## src/rtl/shift_in_param.sv

```systemverilog
// Serial-to-parallel capture of WIDTH bits (MSB- or LSB-first) with synchronous
// start-edge detect, bit-enable qualification and a done flag held until ack.
module shift_in_param #(
  parameter int WIDTH     = 12,
  parameter bit MSB_FIRST = 1'b1,
  parameter int CNT_W     = $clog2(WIDTH + 1)
) (
  input  logic             clk,
  input  logic             reset_n,
  input  logic             x_in,
  input  logic             x_en,
  input  logic             sx,
  input  logic             ack,
  output logic [WIDTH-1:0] x_parallel,
  output logic             fx,
  output logic             busy
);

  typedef enum logic [1:0] {
    IDLE  = 2'd0,
    SHIFT = 2'd1,
    DONE  = 2'd2
  } state_t;

  localparam logic [CNT_W-1:0] LAST_BIT = CNT_W'(WIDTH - 1);

  state_t           state, state_nxt;
  logic [CNT_W-1:0] count, count_nxt;
  logic [WIDTH-1:0] word_nxt;
  logic             sx_d;
  logic             start;

  // Insert one serial bit at the end selected by MSB_FIRST.
  function automatic logic [WIDTH-1:0] shift_bit(input logic [WIDTH-1:0] word,
                                                 input logic             bit_in);
    if (MSB_FIRST) return {word[WIDTH-2:0], bit_in};
    else           return {bit_in, word[WIDTH-1:1]};
  endfunction

  assign start = sx & ~sx_d;

  always_comb begin
    state_nxt = state;
    count_nxt = count;
    word_nxt  = x_parallel;
    case (state)
      IDLE: begin
        if (start) begin
          state_nxt = SHIFT;
          count_nxt = '0;
          word_nxt  = '0;
        end
      end
      SHIFT: begin
        // A fresh start aborts the word in flight; the bit on that edge is dropped.
        if (start) begin
          count_nxt = '0;
          word_nxt  = '0;
        end else if (x_en) begin
          word_nxt  = shift_bit(x_parallel, x_in);
          count_nxt = count + CNT_W'(1);
          if (count == LAST_BIT) state_nxt = DONE;
        end
      end
      DONE: begin
        if (start) begin
          state_nxt = SHIFT;
          count_nxt = '0;
          word_nxt  = '0;
        end else if (ack) begin
          state_nxt = IDLE;
        end
      end
      default: begin
        state_nxt = IDLE;
        count_nxt = '0;
        word_nxt  = '0;
      end
    endcase
  end

  always_ff @(posedge clk or negedge reset_n) begin
    if (!reset_n) begin
      state      <= IDLE;
      count      <= '0;
      x_parallel <= '0;
      sx_d       <= 1'b0;
      fx         <= 1'b0;
      busy       <= 1'b0;
    end else begin
      state      <= state_nxt;
      count      <= count_nxt;
      x_parallel <= word_nxt;
      sx_d       <= sx;
      fx         <= (state_nxt == DONE);
      busy       <= (state_nxt == SHIFT);
    end
  end

endmodule
```

## config.mk

```make
export PLATFORM = sky130hd
export DESIGN_NAME = shift_in_param
export DESIGN_NICKNAME = d
export VERILOG_FILES = /design/src/rtl/shift_in_param.sv
export SDC_FILE = /design/constraint.sdc
export NUM_CORES = 1
export LEC_CHECK = 0
export ABC_CLOCK_PERIOD_IN_PS = 2000
export BUFFER_PORTS_ARGS = -buffer_cell sky130_fd_sc_hd__buf_2
export CAP_MARGIN = 20
export CORE_MARGIN = 2
export CORE_UTILIZATION = 35
export DETAILED_ROUTE_END_ITERATION = 8
export GPL_TIMING_DRIVEN = 0
export PLACE_DENSITY = 0.64
export SKIP_LAST_GASP = 1
export SYNTH_ARGS = -nofsm -noshare
export SYNTH_HDL_FRONTEND = slang
export SYNTH_SLANG_ARGS = --single-unit
export TNS_END_PERCENT = 30
```

## constraint.sdc

```tcl
create_clock -name clk -period 2 [get_ports clk]
set_input_delay 0 -clock clk [delete_from_list [all_inputs] [get_ports clk]]
set_output_delay 0 -clock clk [all_outputs]
set_load 0.01 [all_outputs]
```

==> impl_results.rst, run 1 <==
.. list-table::
   :header-rows: 1

   * - Metric
     - Value
   * - Area grow syn2layout
     - 20.94%
   * - Max-slew violation count
     - 0
   * - Biggest fanout along the worst timing path
     - 5
   * - Total clock sinks
     - 21
   * - Power per unit of standard cell area
     - approximately 860 nW/um2
   * - Startpoint of the most critical register-to-register path
     - count[0]$_DFFE_PN0P_
   * - Actual transition at the worst max-transition pin
     - ~0.47 ns
   * - Fill count
     - between 200 and 250
   * - Maximum frequency from static timing analysis
     - between 0.7 and 0.8 GHz
   * - Finished Core Util
     - 0.4434
   * - Number of max-cap violations
     - 0
   * - Leak Pwr
     - between 0.5 and 0.6 nW
   * - Starting density of the core
     - 0.3667
   * - Total iterations of the first detailed-routing run
     - 4
   * - Number of antenna repair diodes
     - 0
   * - Port buffer count
     - 19
   * - Tcrit/Tclk final
     - 0.6378
   * - Count of synthesis-stage warnings from yosys
     - 0
   * - Endpoint of the worst setup timing path
     - state[0]$_DFF_PN0_
   * - Shortest clock period the worst path allows after layout
     - 1.276 ns
   * - Endpoints failing hold
     - 0
   * - Combined global-route utilization of all metal layers
     - 0.1303
   * - Chip Height
     - 54.95 um
   * - Number of placed I/O pins
     - 20
   * - Last weighted congestion value of the routability-driven placer
     - 0.7067
   * - Total wirelength of the detailed-routed design
     - roughly 1600 um
   * - TNS Setup
     - 0 ns
   * - Die width
     - 54.95 um
   * - Via total after detailed routing
     - 633
   * - Pre-CTS worst setup slack
     - ~0.73 ns
   * - Average vias per placed instance
     - 5.105
   * - Endpoint of the worst-slack reg-to-reg timing path
     - state[0]$_DFF_PN0_
   * - Area of the die
     - a little over 3000 um2
   * - Remaining Overflow, GRT
     - 0
   * - Most used routing layer
     - met2
   * - Setup slack on the worst flop-to-flop path
     - 0.72 ns
   * - Number of DRC violations after detailed routing
     - 0
   * - Least setup slack across all paths after layout
     - a little over 0.7 ns
   * - Detailed placement HPWL
     - 1139 um
   * - Routed WL per cell
     - 13.10 um
   * - Vias in the first global route
     - about 630
   * - Number of storage elements in the synthesis netlist
     - 21
   * - Synthesized net count
     - between 70 and 80
   * - Endpoint type of the worst setup path
     - flop
   * - Number of nets in the final layout
     - 102
   * - Number of antenna violations at the first check in global routing
     - 0
   * - Met2 routing resource usage after global routing
     - 0.2083
   * - Largest voltage drop on the vdd net
     - between 0.0003 and 0.0004 V
   * - Pin count of the biggest net entering global routing
     - 22
   * - Avg Synthesized Cell Area
     - approximately 13 um2
   * - Antenna-violating nets left
     - 0
   * - Result of the run
     - finished clean
   * - Clk pin slew, worst setup/hold paths
     - roughly 0.12 ns
   * - Worst-case hold slack
     - 0.03056 ns
   * - Placeable core region
     - about 2500 um2
   * - Worst Reg2Reg Path Length in Cells
     - 4
   * - Arrival time at the worst endpoint
     - about 1.5 ns
   * - Category of the most critical setup path
     - flop to flop
   * - CTS Root Buffer Type
     - sky130_fd_sc_hd__clkbuf_4
   * - Total area of sequential cells
     - 525.5 um2
   * - Latest clock arrival within the worst-skew pair
     - around 0.30 ns
   * - Max Clock Skew
     - between 0.0015 and 0.002 ns
   * - Launching element of the worst setup path
     - count[0]$_DFFE_PN0P_
   * - Synthesized instance count
     - about 70
   * - Detailed router's first-iteration violation count
     - 8
   * - Multi-input gate area
     - 330.3 um2
   * - Met3 capacity usage during global routing
     - 0.02419
   * - Top library cells by usage in the layout, fill and taps aside
     - sky130_fd_sc_hd__dfrtp_1 (21), sky130_fd_sc_hd__buf_2 (19), sky130_fd_sc_hd__a22o_1 (13)
   * - Sort of element at the start of the critical path
     - flop
   * - Number of setup violations in the final report
     - 0
   * - Required time reported for the critical path endpoint
     - approximately 2.2 ns
   * - Number of buffers created by CTS
     - 3
   * - Most common cell after layout, fill and taps aside
     - sky130_fd_sc_hd__dfrtp_1
   * - Count of different cell masters after synthesis
     - 24
   * - Layout cells sized above 1
     - 0.3298
   * - H-tree depth
     - 1
   * - Netlist Area Pre-Place
     - around 910 um2
   * - Worst hold path type
     - primary input to flop
   * - CTS max path bufs
     - 2
   * - Max transition margin
     - 0.6851
   * - RSZ-0062 raised after global routing
     - no
   * - Standard-cell rows
     - 18
   * - Wire length of the first global-routing pass
     - between 2000 and 3000 um
   * - Resize count post-CTS
     - 0
   * - CTS tree
     - done
   * - Global Route met1 Usage
     - 0.1704
   * - Share of synthesized area occupied by flip-flops and latches
     - 0.5785
-- per-layer routing --
metal / routed length [um] / vias to the layer above
met1: 768 / 313
met3: 61 / 2
met4: 27 / 0
li1: - / 306
met5: 0 / -
met2: 767 / 12
-- registers in the layout, summed over array words and instances, names as in the netlist --
name,count
x_parallel,12
count,4
state,2
busy,1
fx,1
sx_d,1
-- report_power, final --
part	internal (W)	total [W]	switching, W	leakage [nW]
Sequential	0.000476	0.000525	0.0000487	0.276
Clock	0.0000744	0.000205	0.000130	0.0177
Combinational	0.000108	0.000216	0.000108	0.251
Total	0.000658	0.000945	0.000287	0.545
-- cell families (layout without fill, tap and decap cells) --
group	count (synthesis)	count (layout)	share of synthesized area
adder cells (fa/ha/maj)	1	1	0.01377
flip-flops	21	21	0.5785
buffers and inverters	6	32	0.05785
AND/OR/NAND/NOR	16	16	0.1391
AO/OA/AOI/OAI	24	24	0.2108
-- cell type report --
class	count	area share
plain buffers	4	0.04100
clock buffers	3	0.02050
clock inverters	1	0.004556
inverters	2	0.006834
multi-input cells	41	0.3007
flip-flops and latches	21	0.4784
well taps	30	0.03417
repair buffers	22	0.1139
-- synthesized netlist by cell type, drive strengths merged --
cell	n	area [um2]
a21boi	1	7.510
a21o	1	7.510
a21oi	2	10.01
a221o	1	10.01
a22o	13	113.9
a31o	2	17.52
and2	1	6.260
and4b	1	10.01
buf	4	45.04
dfrtp	21	525.5
ha	1	12.51
inv	2	7.510
nand2	2	7.510
nand2b	2	12.51
nand3	1	5.000
nand3b	2	15.01
nor2	2	12.51
nor2b	1	13.76
nor4	2	12.51
nor4b	1	23.77
o21a	1	7.510
o21ai	1	5.000
o22ai	2	12.51
or2b	1	7.510
-- critical path, stage by stage (launching register included) --
cell and delay (ns):
sky130_fd_sc_hd__dfrtp_1 0.43, sky130_fd_sc_hd__ha_1 0.21, sky130_fd_sc_hd__nand2_1 0.09, sky130_fd_sc_hd__nor4b_4 0.30, sky130_fd_sc_hd__o22ai_1 0.13
-- worst min path at each step --
stage | startpoint | endpoint | slack [ns] | cells past startpoint
finish | ack | state[1]$_DFF_PN0_ | 0.03 | 3
global route | ack | state[1]$_DFF_PN0_ | 0.03 | 3
CTS | ack | state[1]$_DFF_PN0_ | 0.02 | 3
detailed placement | reset_n | x_parallel[9]$_DFFE_PN0P_ | -0.02 | 1
global placement | reset_n | state[0]$_DFF_PN0_ | -0.02 | 1
floorplan | reset_n | busy$_DFF_PN0_ | -0.30 | 0
-- what timing repair did --
action,4_1_cts,5_1_grt
setup buffers,0,0
endpoints found under the hold margin,23,0
hold buffers,3,0
-- per-stage QoR --
stage	total power (W)	cell area [um2]	cells
floorplan	0.0006773	908.4	68
global placement	0.0007406	1041	117
detailed placement	0.0007459	1041	117
CTS	0.0009554	1099	124
global route	0.001002	1099	124
finish	0.0009452	1099	124
Power figures use the tool's default switching activity.
==> inputs of run 2 (changes only) <==
--- a/config.mk
+++ b/config.mk
@@ -5,7 +5,8 @@
 export SDC_FILE = /design/constraint.sdc
 export NUM_CORES = 1
 export LEC_CHECK = 0
-export ABC_CLOCK_PERIOD_IN_PS = 2000
+export ABC_AREA = 1
+export ABC_CLOCK_PERIOD_IN_PS = 1300
 export BUFFER_PORTS_ARGS = -buffer_cell sky130_fd_sc_hd__buf_2
 export CAP_MARGIN = 20
 export CORE_MARGIN = 2
==> constraint.sdc (replaced) <==
create_clock -name clk -period 1.3 [get_ports clk]
set_input_delay 0 -clock clk [delete_from_list [all_inputs] [get_ports clk]]
set_output_delay 0 -clock clk [all_outputs]
set_load 0.01 [all_outputs]
==> run 2 against run 1 <==
  * Clock skew grew 0.013 ns
  * Critical path type unchanged
  * Power grew 41%
  * Global-route usage is 1.5 points higher
  * Worst hold slack gained 0.0025 ns
==> impl_results.rst, run 2 <==
.. list-table::
   :header-rows: 1

   * - Metric
     - Value
   * - Result of the run
     - finished clean
   * - Chip Height
     - 54.63 um (-0.58%)
   * - Largest voltage drop on the vdd net
     - 0.0008367 V (+110%)
   * - Top library cells by usage in the layout, fill and taps aside
     - sky130_fd_sc_hd__nand2_1 (38), sky130_fd_sc_hd__nand3_1 (21), sky130_fd_sc_hd__buf_2 (21), sky130_fd_sc_hd__dfrtp_1 (21), sky130_fd_sc_hd__inv_1 (10)
   * - Tcrit/Tclk final
     - 0.9378 (+0.3000)
   * - Max Clock Skew
     - 0.01429 ns (+0.01261 ns)
   * - Combined global-route utilization of all metal layers
     - 0.1452 (+0.01483)
   * - Largest registers
     - x_parallel (12), count (4), state (2)
   * - TNS Setup
     - 0 ns (unchanged)
   * - Number of setup violations in the final report
     - 0 (unchanged)
   * - Via total after detailed routing
     - 762 (+20%)
   * - Detailed placement HPWL
     - 1291 um (+13%)
   * - Endpoint type of the worst setup path
     - flop
   * - Latest clock arrival within the worst-skew pair
     - 0.32 ns (+0.02 ns)
   * - Detailed router's first-iteration violation count
     - 15 (+7)
   * - Flip-flop count of the largest register, all copies and words added
     - 12 (unchanged)
   * - Number of nets in the final layout
     - 141 (+38%)
   * - Average vias per placed instance
     - 4.675 (-8.4%)
   * - Count of synthesis-stage warnings from yosys
     - 0 (unchanged)
   * - EDFF count, synth
     - 0 (unchanged)
   * - Port buffer count
     - 19 (unchanged)
   * - Cell with the most instances after synthesis
     - sky130_fd_sc_hd__nand2_1
   * - Remaining Overflow, GRT
     - 0 (unchanged)
   * - Synthesized net count
     - 111 (+48%)
   * - Share of synthesized area occupied by flip-flops and latches
     - 0.5858 (+0.007262)
   * - Number of buffers created by CTS
     - 3 (unchanged)
   * - Area of the die
     - 2984 um2 (-1.2%)
   * - Largest cells by area after synthesis
     - sky130_fd_sc_hd__dfrtp_1 (59%), sky130_fd_sc_hd__nand2_1 (16%), sky130_fd_sc_hd__nand3_1 (12%)
   * - Total wirelength of the detailed-routed design
     - 1808 um (+11%)
   * - Share of flip-flops with an asynchronous set or reset after synthesis
     - 1.000 (unchanged)
   * - Biggest area consumer among synthesized cells
     - sky130_fd_sc_hd__dfrtp_1
   * - Layout cells sized above 1
     - 0.2256 (-0.1042)
   * - Pin count of the biggest net entering global routing
     - 22 (unchanged)
   * - Vias in the first global route
     - 692 (+9.1%)
   * - Portion of synthesized cell area occupied by the leading cell type
     - 0.5858 (+0.007262)
   * - Number of storage elements in the synthesis netlist
     - 21 (unchanged)
   * - Count of different cell masters after synthesis
     - 12 (-50%)
   * - Total clock sinks
     - 21 (unchanged)
   * - Shortest clock period the worst path allows after layout
     - 1.219 ns (-0.05644 ns)
   * - Number of antenna repair diodes
     - 0 (unchanged)
   * - RSZ-0062 raised after global routing
     - yes
   * - Antenna-violating nets left
     - 0 (unchanged)
   * - CTS max path bufs
     - 2 (unchanged)
   * - Number of antenna violations at the first check in global routing
     - 0 (unchanged)
   * - Sort of element at the start of the critical path
     - flop
   * - Final Instance Count excl. Fillers
     - 163 (+31%)
   * - Most common cell after layout, fill and taps aside
     - sky130_fd_sc_hd__nand2_1
   * - Synthesized instance count
     - 104 (+53%)
   * - Dominant register cell in the synthesized netlist
     - sky130_fd_sc_hd__dfrtp_1
   * - Last weighted congestion value of the routability-driven placer
     - 0.7758 (+9.8%)
   * - Number of placed I/O pins
     - 20 (unchanged)
   * - Power per unit of standard cell area
     - 1186 nW/um2 (+38%)
   * - Register with the highest flop count
     - x_parallel
   * - Placeable core region
     - 2455 um2 (-0.91%)
   * - Maximum frequency from static timing analysis
     - 0.8203 GHz (+4.6%)
   * - Max-slew violation count
     - 0 (unchanged)
   * - Netlist Area Pre-Place
     - 897.1 um2 (-1.2%)
   * - CTS Root Buffer Type
     - sky130_fd_sc_hd__clkbuf_4
   * - Avg Synthesized Cell Area
     - 8.626 um2 (-35%)
   * - Fill count
     - 247 (-0.80%)
   * - Die width
     - 54.63 um (-0.58%)
   * - Max transition margin
     - 0.7001 (+0.01501)
   * - Routed WL per cell
     - 11.09 um (-15%)
   * - Number of max-cap violations
     - 0 (unchanged)
   * - Area grow syn2layout
     - 25.52%
   * - Wire length of the first global-routing pass
     - 3001 um (+7.1%)
   * - Required time reported for the critical path endpoint
     - 1.55 ns (-0.63 ns)
   * - H-tree depth
     - 1 (unchanged)
   * - Most used standard cells in the synthesized netlist
     - sky130_fd_sc_hd__nand2_1 (38), sky130_fd_sc_hd__dfrtp_1 (21), sky130_fd_sc_hd__nand3_1 (21)
   * - Finished Core Util
     - 0.4587 (+0.01528)
   * - Total iterations of the first detailed-routing run
     - 4 (unchanged)
   * - Standard-cell rows
     - 18 (unchanged)
   * - Biggest fanout along the worst timing path
     - 6 (+1)
   * - Endpoints failing hold
     - 0 (unchanged)
   * - Clk pin slew, worst setup/hold paths
     - 0.13 ns (about the same)
   * - CTS tree
     - done
   * - Worst hold path type
     - primary input to flop
   * - Leak Pwr
     - 0.6567 nW (+20%)
   * - Category of the most critical setup path
     - flop to flop
   * - Placed instance count
     - 153 (+31%)
   * - Number of DRC violations after detailed routing
     - 0 (unchanged)
   * - Arrival time at the worst endpoint
     - 1.47 ns (about the same)
   * - Actual transition at the worst max-transition pin
     - 0.4498 ns (-0.02251 ns)
   * - Starting density of the core
     - 0.3654 (-0.001223)
==> run 2: cell types whose count changed after synthesis, sizes merged, moves of 3 or more <==
cell and delta:
a22o -13, inv +8, nand2 +36, nand3 +20, nor2 +3, o21ai +3
==> run 2: final timing paths <==
check | slack [ns] | depth (start not counted) | endpoint | from
max | 0.08 | 6 | count[2]$_DFFE_PN0P_ | state[1]$_DFF_PN0_
min | 0.03 | 4 | count[3]$_DFFE_PN0P_ | x_en
max reg2reg | 0.08 | 6 | count[2]$_DFFE_PN0P_ | state[1]$_DFF_PN0_
min reg2reg | 0.50 | 2 | x_parallel[7]$_DFFE_PN0P_ | x_parallel[6]$_DFFE_PN0P_
max in group asynchronous | 0.83 | 2 | count[1]$_DFFE_PN0P_ | reset_n
min in group asynchronous | 0.14 | 2 | x_parallel[10]$_DFFE_PN0P_ | reset_n
==> run 2: repair_timing <==
item / 4_1_cts / 5_1_grt
setup endpoints to repair: 0 / 6
hold buffers: 4 / 0
endpoints found under the hold margin: 25 / 0
buffers inserted: 0 / 2
resized for setup: 0 / 2
==> run 2: where the power goes <==
group          total, W  internal [W]  switching [W]  leakage [nW]
sequential     0.000765      0.000709      0.0000560         0.278
clock          0.000335      0.000118       0.000217        0.0139
combinational  0.000235     0.0000971       0.000138         0.365
==> run 2: layout make-up <==
cell class	count	area (um2)	area share
Tap cell	30	37.54	0.03333
Sequential cell	21	525.5	0.4667
Inverter	10	37.54	0.03333
Clock buffer	3	22.52	0.02000
Timing Repair Buffer	25	150.1	0.1333
Clock inverter	1	7.507	0.006667
Multi-Input combinational cell	70	324.1	0.2878
Buffer	3	21.27	0.01889
==> run 2: worst max-delay path, stage by stage, from the launching register on <==
cell,delay [ns]
sky130_fd_sc_hd__dfrtp_1,0.44
sky130_fd_sc_hd__inv_1,0.10
sky130_fd_sc_hd__nand3_1,0.12
sky130_fd_sc_hd__nor2_4,0.21
sky130_fd_sc_hd__buf_4,0.15
sky130_fd_sc_hd__o21ai_0,0.07
sky130_fd_sc_hd__nand2_1,0.06
==> run 2: metrics by stage <==
stage	area, um2	worst slack [ns]	total power [W]	hold WS (ns)
2_1_floorplan	897.1	0.2865	0.0009047	-0.2956
6_report	1126	0.08089	0.001336	0.03308
3_3_place_gp	1030	0.1230	0.0009816	-0.02252
5_1_grt	1126	-0.01979	0.001429	0.03477
4_1_cts	1100	0.06280	0.001330	0.05058
3_5_place_dp	1030	0.1048	0.0009889	-0.01720
==> run 2: logic make-up (layout without fill, tap and decap cells) <==
kind of cell	Yosys count	in the layout	share of synthesized area
simple gates	65	65	0.3124
flops	21	21	0.5858
buf+inv	13	42	0.06137
compound gates	4	4	0.02650
fa+ha+maj	1	1	0.01394
==> run 2: routing by layer <==
layer / GRT usage / share of wire / vias to the layer above
met4: 0.07500 / 0.020 / 0
met5: 0 / 0 / -
met1: 0.1874 / 0.45 / 357
met3: 0.03279 / 0.028 / 4
met2: 0.2262 / 0.50 / 11
li1: - / - / 390
